==> src/rtl/read_mem_burst.sv <==
// Burst read engine: LEN consecutive words, credit-limited issue, response FIFO; READ_MEM_BURST_ERR_EN adds error responses.
// Push to rvalid_o takes 1 cycle; rready_i low holds the FIFO and, via credits, throttles new requests.
module read_mem_burst #(
  parameter int DATA_W     = 32,
  parameter int ADDR_W     = 32,
  parameter int LEN_W      = 5,
  parameter int FIFO_DEPTH = 4
) (
  input  logic              clk_i,
  input  logic              rst_ni,
  input  logic              start_i,
  input  logic [ADDR_W-1:0] addr_i,
  input  logic [LEN_W-1:0]  len_i,
  output logic              busy_o,
  output logic              done_o,
  output logic [DATA_W-1:0] rdata_o,
  output logic              rvalid_o,
  input  logic              rready_i,
  output logic              mem_valid_o,
  output logic [ADDR_W-1:0] mem_addr_o,
  output logic              mem_req_last_o,
  input  logic              mem_ready_i,
`ifdef READ_MEM_BURST_ERR_EN
  input  logic              mem_result_err_i,
  output logic              err_o,
`endif
  input  logic              mem_result_valid_i,
  input  logic [DATA_W-1:0] mem_result_rdata_i
);

  localparam int PW = $clog2(FIFO_DEPTH);
  localparam int CW = PW + 1;
  localparam logic [ADDR_W-1:0] STEP = ADDR_W'(DATA_W / 8);

  typedef enum logic [1:0] {S_IDLE, S_ISSUE, S_DRAIN, S_DONE} state_t;

  state_t            state_q, state_d;
  logic [ADDR_W-1:0] addr_q;
  logic [LEN_W-1:0]  req_left, resp_left;
  logic [CW-1:0]     outstanding, fifo_count;
  logic [PW-1:0]     wr_ptr, rd_ptr;
  logic [DATA_W-1:0] fifo_mem [FIFO_DEPTH];

  logic credit_ok, req_acc, resp_vld, resp_err, err_q;
  logic push, pop, flush, start_acc, drain_done;

  // Buffered words plus in-flight requests never exceed the FIFO depth.
  assign credit_ok = ({1'b0, fifo_count} + {1'b0, outstanding}) < (CW + 1)'(FIFO_DEPTH);

  assign mem_valid_o    = (state_q == S_ISSUE) && (req_left != '0) && credit_ok;
  assign mem_addr_o     = addr_q;
  assign mem_req_last_o = mem_valid_o && (req_left == LEN_W'(1));
  assign req_acc        = mem_valid_o && mem_ready_i;

  assign resp_vld = mem_result_valid_i && (outstanding != '0) &&
                    ((state_q == S_ISSUE) || (state_q == S_DRAIN));
  assign push     = resp_vld && !resp_err && !err_q;
  assign pop      = rvalid_o && rready_i;

  assign rvalid_o = (fifo_count != '0);
  assign rdata_o  = rvalid_o ? fifo_mem[rd_ptr] : '0;
  assign busy_o   = (state_q != S_IDLE);
  assign done_o   = (state_q == S_DONE);

  assign drain_done = (resp_left == '0) &&
                      ((fifo_count == '0) || ((fifo_count == CW'(1)) && pop));

`ifdef READ_MEM_BURST_ERR_EN
  assign resp_err = resp_vld && mem_result_err_i;
  assign err_o    = err_q;

  always_ff @(posedge clk_i) begin
    if (!rst_ni)        err_q <= 1'b0;
    else if (start_acc) err_q <= 1'b0;
    else if (resp_err)  err_q <= 1'b1;
  end
`else
  assign resp_err = 1'b0;
  assign err_q    = 1'b0;
`endif

  always_comb begin
    state_d   = state_q;
    start_acc = 1'b0;
    flush     = 1'b0;
    unique case (state_q)
      S_IDLE: begin
        if (start_i) begin
          start_acc = 1'b1;
          state_d   = (len_i != '0) ? S_ISSUE : S_DONE;
        end
      end
      S_ISSUE: begin
        if ((req_acc && (req_left == LEN_W'(1))) || resp_err) state_d = S_DRAIN;
      end
      S_DRAIN: begin
        // After an error, wait only for in-flight responses, then discard what is buffered.
        if (err_q) begin
          if (outstanding == '0) begin
            flush   = 1'b1;
            state_d = S_DONE;
          end
        end else if (drain_done) begin
          state_d = S_DONE;
        end
      end
      S_DONE:  state_d = S_IDLE;
      default: state_d = S_IDLE;
    endcase
  end

  always_ff @(posedge clk_i) begin
    if (!rst_ni) begin
      state_q     <= S_IDLE;
      addr_q      <= '0;
      req_left    <= '0;
      resp_left   <= '0;
      outstanding <= '0;
      fifo_count  <= '0;
      wr_ptr      <= '0;
      rd_ptr      <= '0;
    end else begin
      state_q <= state_d;

      if (start_acc) begin
        addr_q    <= addr_i;
        req_left  <= len_i;
        resp_left <= len_i;
      end else begin
        if (req_acc) begin
          addr_q   <= addr_q + STEP;
          req_left <= req_left - LEN_W'(1);
        end
        if (resp_err) req_left <= '0;
        if (resp_vld) resp_left <= resp_left - LEN_W'(1);
      end

      unique case ({req_acc, resp_vld})
        2'b10:   outstanding <= outstanding + CW'(1);
        2'b01:   outstanding <= outstanding - CW'(1);
        default: outstanding <= outstanding;
      endcase

      if (flush) begin
        fifo_count <= '0;
        wr_ptr     <= '0;
        rd_ptr     <= '0;
      end else begin
        if (push) wr_ptr <= wr_ptr + PW'(1);
        if (pop)  rd_ptr <= rd_ptr + PW'(1);
        unique case ({push, pop})
          2'b10:   fifo_count <= fifo_count + CW'(1);
          2'b01:   fifo_count <= fifo_count - CW'(1);
          default: fifo_count <= fifo_count;
        endcase
      end
    end
  end

  always_ff @(posedge clk_i) begin
    if (push) fifo_mem[wr_ptr] <= mem_result_rdata_i;
  end

  // A pop in the same cycle frees the slot being written.
  assert property (@(posedge clk_i) disable iff (!rst_ni)
                   !(push && !pop && (fifo_count == CW'(FIFO_DEPTH))));

endmodule

==> config.mk <==
export PLATFORM = sky130hd
export DESIGN_NAME = read_mem_burst
export DESIGN_NICKNAME = d
export VERILOG_FILES = /design/src/rtl/read_mem_burst.sv
export SDC_FILE = /design/constraint.sdc
export NUM_CORES = 1
export LEC_CHECK = 0
export BUFFER_PORTS_ARGS = -buffer_cell sky130_fd_sc_hd__buf_4
export CAP_MARGIN = 30
export CORE_AREA = 3 3 156 158
export CTS_CLUSTER_SIZE = 12
export DETAILED_ROUTE_END_ITERATION = 8
export DIE_AREA = 0 0 159 161
export PLACE_DENSITY_LB_ADDON = 0.08
export SLEW_MARGIN = 30
export SYNTH_ARGS = -nofsm -noshare
export SYNTH_HDL_FRONTEND = slang
export SYNTH_SLANG_ARGS = --single-unit
==> constraint.sdc <==
create_clock -name clk_i -period 3.55 [get_ports clk_i]
set_input_delay 0.5325 -clock clk_i [delete_from_list [all_inputs] [get_ports clk_i]]
set_output_delay 0.5325 -clock clk_i [all_outputs]
set_load 0.05 [all_outputs]
==> results.md, run 1 <==
* First-pass GRT wire length at 29.8 mm
* Final Util at 43.1%
* Wire per inst at 17.9 um
* CP Buf/Inv Count at 2
* Period utilization at 79.9%
* Yosys warning count at 0
* Delay-heaviest family, CP: flip-flops
* Hold crit path type: input port to flop
* RSZ-0062 raised after global routing: no
* Flops & latches, synth at 184
* GRT Util Overall at 14.9%
* CP Capture Type: output port
* Chip Height at 161 um
* Fmax at 0.353 GHz
* Starting Density at 34.4%
* Pre-antenna DRT Iters at 5
* Power density cells at 759 nW/um^2
* Largest net degree at the start of global routing at 41
* Clock-pin slew on the worst setup and hold paths at about 70 ps
* Slowest stage delay, CP at 680 ps
* Final min period at ~2800 ps
* Ys async rst share at 0%
* Setup violators final at 0
* Area leader, netlist: edfxtp_1
* Setup bufs post-CTS at 0
* Core ar. at 23300 um^2
* DRT antenna net count at 0
* Mapped cell area at between 7000 and 8000 um^2
* Residual DRC count at 0
* Num rows at 56
* Starting DRC count in detailed routing at 292
* CTS Buf Count at 17
* Slowest-stage cell, CP: dfxtp_2
* HP Start: mem_result_rdata_i[5]
* Worst r2r path cells at 11
* Port buffer count at 143
* Post-cts sizing count at 0
* Leak pwr at 3.63 nW
* Count of flip-flops with a built-in enable after synthesis at 128
* Ordered cell list for the critical path: buf_12 -> mux4_2 -> and2_1 -> buf_4
* Normalized max-slew margin at 38.3%
* Top post-synthesis cells by area: edfxtp_1, dfxtp_1, mux4_2, ha_1, and2_1
* Status: completed
* Max Slew Vio Count at 0
* Syn-to-layout area delta at 25.5%
* Final HPWL DP at 13.1 mm
* Share of the synthesized area in the top cell type at 48.1%
* Ratio of cells with drive above 1 in the final layout at 31.1%
* Netlist cell types at 46
* Fin. Hold Viols at 0
* Initial antenna violation count at 0
* Worst hold endpoint: fifo_mem[3][5]$_DFFE_PP_
* Placed Cells at ~1000
* Clk root buf: clkbuf_16
* Setup slack, reg-to-reg at about 730 ps
* Setup Skew at ~16 ps
* Worst hold path cell count at 1
* GPL Wtd Cong at 0.805
* Slew at the pin closest to its max-slew limit at roughly 900 ps
* Non-filler cells, final at 1055
* List of most frequent post-synthesis cells: edfxtp_1, dfxtp_1, and2_1
* Vias per inst at a little under 5
* Mean post-synth cell area at 13.8 um^2
* Vias in the first global route at 5430
* Setup CP Type: flop to output port
* Gate Count Post-Synth at 581
* DRT Wirelength at ~19 mm
* Hold Buf Count CTS at 0
* Max Fanout on Critical Path at 19
* H-tree depth at 4
* I/O pin total at 144
* Startpoint types: flop
* Setup total negative slack at 0 ps
* Synthesized Nets at 680
* Nets at 822
* Vias post-DR at around 5200
* Synth Flop Type: edfxtp_1
* Maximum vdd ir drop at 0.300 mV
* Die footprint at between 20000 and 30000 um^2
* Clock buffer depth at 2
* Top-count cell post-synth: edfxtp_1
* Die W at roughly 160 um
* Clk Latency, worst-skew pair at approximately 430 ps
* CTS tree: done
* Max-cap violations at 0
* Total clock sinks at 184
* RR Startpoint: req_left[0]$_SDFFE_PN0P_
* Overall power at 7.62 mW
* CP Data Required Time at 3020 ps
* # diodes at 0
* Global route overflow at 0
* Reg-to-reg endpoint: outstanding[2]$_SDFFE_PN0P_
* CP Data Arrival Time at roughly 2300 ps
* Register area share after synthesis at 62.1%
==> placed cells by master (no fill, tap or decap), types with 9 or more instances in the layout <==
master	netlist	layout
buf_4	1	151
inv_1	19	19
nand4_1	11	11
a21oi_1	34	34
dfxtp_1	56	54
edfxtp_1	128	128
and2_1	41	37
mux4_2	32	32
clkbuf_16	0	17
ha_1	23	23
nor2_1	22	22
and3_1	9	9
o21ai_0	30	30
xor2_1	20	20
nand2_1	35	34
xnor2_1	18	18
nand3_1	11	11
nor3_1	9	9
==> logic make-up after synthesis <==
kind of cell,share of synthesized area (%)
xor gates and xnor gates,4.16
muxes,9.51
buffers and inverters,2.61
adders and majority gates,3.85
and+or+nand+nor,11.7
DFF,62.1
AOI/OAI and AO/OA,6.04
==> metrics by stage <==
step	setup WS [ps]	hold WS [ps]	cell area [um^2]
2_1_floorplan	845	466	8000
3_3_place_gp	818	455	9430
3_5_place_dp	638	454	9430
4_1_cts	610	282	10000
5_1_grt	535	280	10000
6_report	714	299	10000
==> power breakdown <==
part           leakage (nW)  internal, mW  switching, mW
Clock                 0.293          1.01          0.889
Combinational          1.72          1.05           1.95
Sequential             1.61          2.48          0.241
Total                  3.63          4.54           3.08
==> layout make-up <==
| class | instances | area (um^2) |
|---|---|---|
| fill | 2225 | 13200 |
| sequential | 184 | 4970 |
| multi-input combinational | 347 | 2830 |
| timing repair buffer | 152 | 1150 |
| clock buffer | 17 | 425 |
| tap | 319 | 399 |
| clock inverter | 15 | 178 |
| inverter | 21 | 81.3 |
==> state kept, by name, indices dropped and copies added, names as in the netlist, named ones only <==
signal and count:
fifo_count 3, fifo_mem 128, mem_addr_o 32, outstanding 3, rd_ptr 2, req_left 5
resp_left 5, state_q 2, wr_ptr 2
==> layer usage <==
| metal | track usage, % | routed length (um) | up-vias |
|---|---|---|---|
| met2 | 24.4 | 9150 | 134 |
| met4 | 4.10 | 211 | 0 |
| met3 | 4.08 | 929 | 13 |
| met1 | 19.8 | 8630 | 2543 |
| li1 | - | - | 2464 |
| met5 | 0 | 0 | - |
==> how the worst max path moves through the flow <==
stage	from	to	slack, ps	depth (start not counted)
3_3_place_gp	state_q[1]$_SDFFE_PN0P_	outstanding[2]$_SDFFE_PN0P_	820	10
3_5_place_dp	state_q[1]$_SDFFE_PN0P_	outstanding[2]$_SDFFE_PN0P_	640	10
2_1_floorplan	req_left[0]$_SDFFE_PN0P_	outstanding[2]$_SDFFE_PN0P_	840	12
5_1_grt	flop	rdata_o[0]	530	4
6_report	flop	rdata_o[31]	710	4
4_1_cts	flop	rdata_o[6]	610	4
(Power assumes the default switching activity.)
==> run 2, diff against run 1 <==
==> constraint.sdc (replaced) <==
create_clock -name clk_i -period 2.5 [get_ports clk_i]
set_input_delay 0.375 -clock clk_i [delete_from_list [all_inputs] [get_ports clk_i]]
set_output_delay 0.375 -clock clk_i [all_outputs]
set_load 0.05 [all_outputs]
==> run 2 against run 1 <==
Net effect:
- clock skew rose by 2.3 ps
- core utilization grew 0.85 points
- sequential share of layout area fell by 0.94 points
- register-to-register slack got worse by 640 ps
==> results.md, run 2 (synthesis results as in run 1) <==
* Vias in the first global route at 5458 (+0.52%)
* CTS Buf Count at 17 (unchanged)
* H-tree depth at 4 (unchanged)
* Normalized max-slew margin at 68.0% (+30 points)
* Leak pwr at 3.72 nW (+2.4%)
* Clk Latency, worst-skew pair at 440 ps (about the same)
* Syn-to-layout area delta at 28.0%
* CP Capture Type: flop
* Wire per inst at 17.6 um (-1.7%)
* Overall power at 10.9 mW (+43%)
* Power density cells at 1060 nW/um^2 (+40%)
* Die footprint at 25600 um^2 (unchanged)
* Hold Buf Count CTS at 0 (unchanged)
* # diodes at 0 (unchanged)
* Chip Height at 161 um (unchanged)
* Max Fanout on Critical Path at 2 (-17)
* Final min period at 2410 ps
* Setup total negative slack at 0 ps (unchanged)
* Core ar. at 23300 um^2 (unchanged)
* Ratio of cells with drive above 1 in the final layout at 33.4% (+2.3 points)
* Final HPWL DP at 12.6 mm (-3.9%)
* GPL Wtd Cong at 0.763 (-5.2%)
* GRT Util Overall at 14.8% (-0.18 points)
* Vias post-DR at 5220 (+1.3%)
* Slew at the pin closest to its max-slew limit at 479 ps (-447 ps)
* I/O pin total at 144 (unchanged)
* Starting DRC count in detailed routing at 346 (+18%)
* Maximum vdd ir drop at 0.501 mV (+67%)
* CP Data Arrival Time at 2770 ps (+470 ps)
* Status: completed
* Num rows at 56 (unchanged)
* Fin. Hold Viols at 0 (unchanged)
* Setup Skew at 18.5 ps (+2.30 ps)
* Vias per inst at 4.88 (-0.14%)
* Die W at 159 um (unchanged)
* Largest net degree at the start of global routing at 34 (-17%)
* Initial antenna violation count at 0 (unchanged)
* Fmax at ~0.42 GHz
* First-pass GRT wire length at 29.8 mm (-0.30%)
* Total clock sinks at 184 (unchanged)
* Clock-pin slew on the worst setup and hold paths at 80 ps (about the same)
* Design area at 10200 um^2 (+2.0%)
* Startpoint types: flop
* Clk root buf: clkbuf_16
* Commonest non-fill, non-tap cell in the layout: buf_4
* Nets at 837 (+1.8%)
* CTS tree: done
* Period utilization at 96.2%
* CP Data Required Time at 2860 ps (-160 ps)
* Port buffer count at 143 (unchanged)
* Max-cap violations at 0 (unchanged)
* Setup violators final at 0 (unchanged)
* Hold crit path type: input port to flop
* Pre-antenna DRT Iters at 4 (-1)
* Residual DRC count at 0 (unchanged)
* DRT Wirelength at 18.9 mm (-0.26%)
* Max Slew Vio Count at 0 (unchanged)
* RSZ-0062 raised after global routing: yes
* Clock buffer depth at 2 (unchanged)
* Setup CP Type: flop to flop
* Fillers at 2172 (-2.4%)
* Commonest non-fill, non-tap cells in the layout: buf_4, edfxtp_1, dfxtp_1
* Fin Hold WS at 139 ps (-160 ps)
* Global route overflow at 0 (unchanged)
* Starting Density at 34.4% (unchanged)
* Most flops, register: fifo_mem
* Dpl cell area at 9610 um^2 (+1.9%)
* DRT antenna net count at 0 (unchanged)
* Largest register FFs at 128 (unchanged)
## run 2: changes by cell type in the layout (fill, tap and decap cells not counted), sizes merged
cell,change
buf,+15
clkinv,+3
bufinv,-1
clkinvlp,-1
inv,-1
## run 2: routing by layer
metal	part of all wire [%]	vias to the layer above	GRT usage, %
met2	48	145	24.8
met1	45	2578	19.3
met3	5.0	15	3.80
met5	0	-	0
met4	1.2	0	3.74
li1	-	2482	-
## run 2: final timing paths
check / start / endpoint / slack [ps] / depth (start not counted)
max: req_left[0]$_SDFFE_PN0P_ / outstanding[2]$_SDFFE_PN0P_ / 90 / 11
min: mem_result_rdata_i[2] / fifo_mem[0][2]$_DFFE_PP_ / 140 / 1
max reg2reg: req_left[0]$_SDFFE_PN0P_ / outstanding[2]$_SDFFE_PN0P_ / 90 / 11
min reg2reg: mem_addr_o[0]$_SDFFE_PN0P_ / mem_addr_o[0]$_SDFFE_PN0P_ / 470 / 2
## run 2: area by class of cell
cell class | instances | area (um^2) | area share [%]
clock buffer | 17 | 425 | 4.16
inverter | 21 | 86.3 | 0.844
tap | 319 | 399 | 3.90
multi-input combinational | 347 | 2860 | 27.9
timing repair buffer | 167 | 1330 | 13.0
sequential | 184 | 4970 | 48.6
clock inverter | 15 | 169 | 1.65
## run 2: critical path, stage by stage (launching register included)
cell and delay [ps]:
dfxtp_1 320, inv_1 80, ha_1 140, or4b_4 480, and4_4 190, inv_8 50, ha_4 120, inv_1 50
fa_2 330, xor2_1 150, or3_1 300, a21oi_1 130
## run 2: timing repair
item                       4_1_cts  5_1_grt
buffers inserted                 1        0
gates resized for setup          2        7
setup endpoints to repair        2       36
gates cloned                     0        0
pin swaps                        1        1
## run 2: power by group
part | leakage [nW] | internal [mW] | switching [mW]
Clock | 0.290 | 1.35 | 1.31
Sequential | 1.61 | 3.52 | 0.272
Combinational | 1.81 | 1.57 | 2.87
Total | 3.72 | 6.44 | 4.45
## run 2: per-stage QoR
| step | worst slack (ps) | util [%] | cells |
|---|---|---|---|
| 2_1_floorplan | 1.07 | - | 581 |
| 4_1_cts | 3.81 | 43.9 | 1070 |
| 5_1_grt | -27.8 | 44.0 | 1070 |
| 3_3_place_gp | 56.8 | 41.3 | 1037 |
| 3_5_place_dp | -5.35 | 41.3 | 1037 |
| 6_report | 94.0 | 44.0 | 1070 |
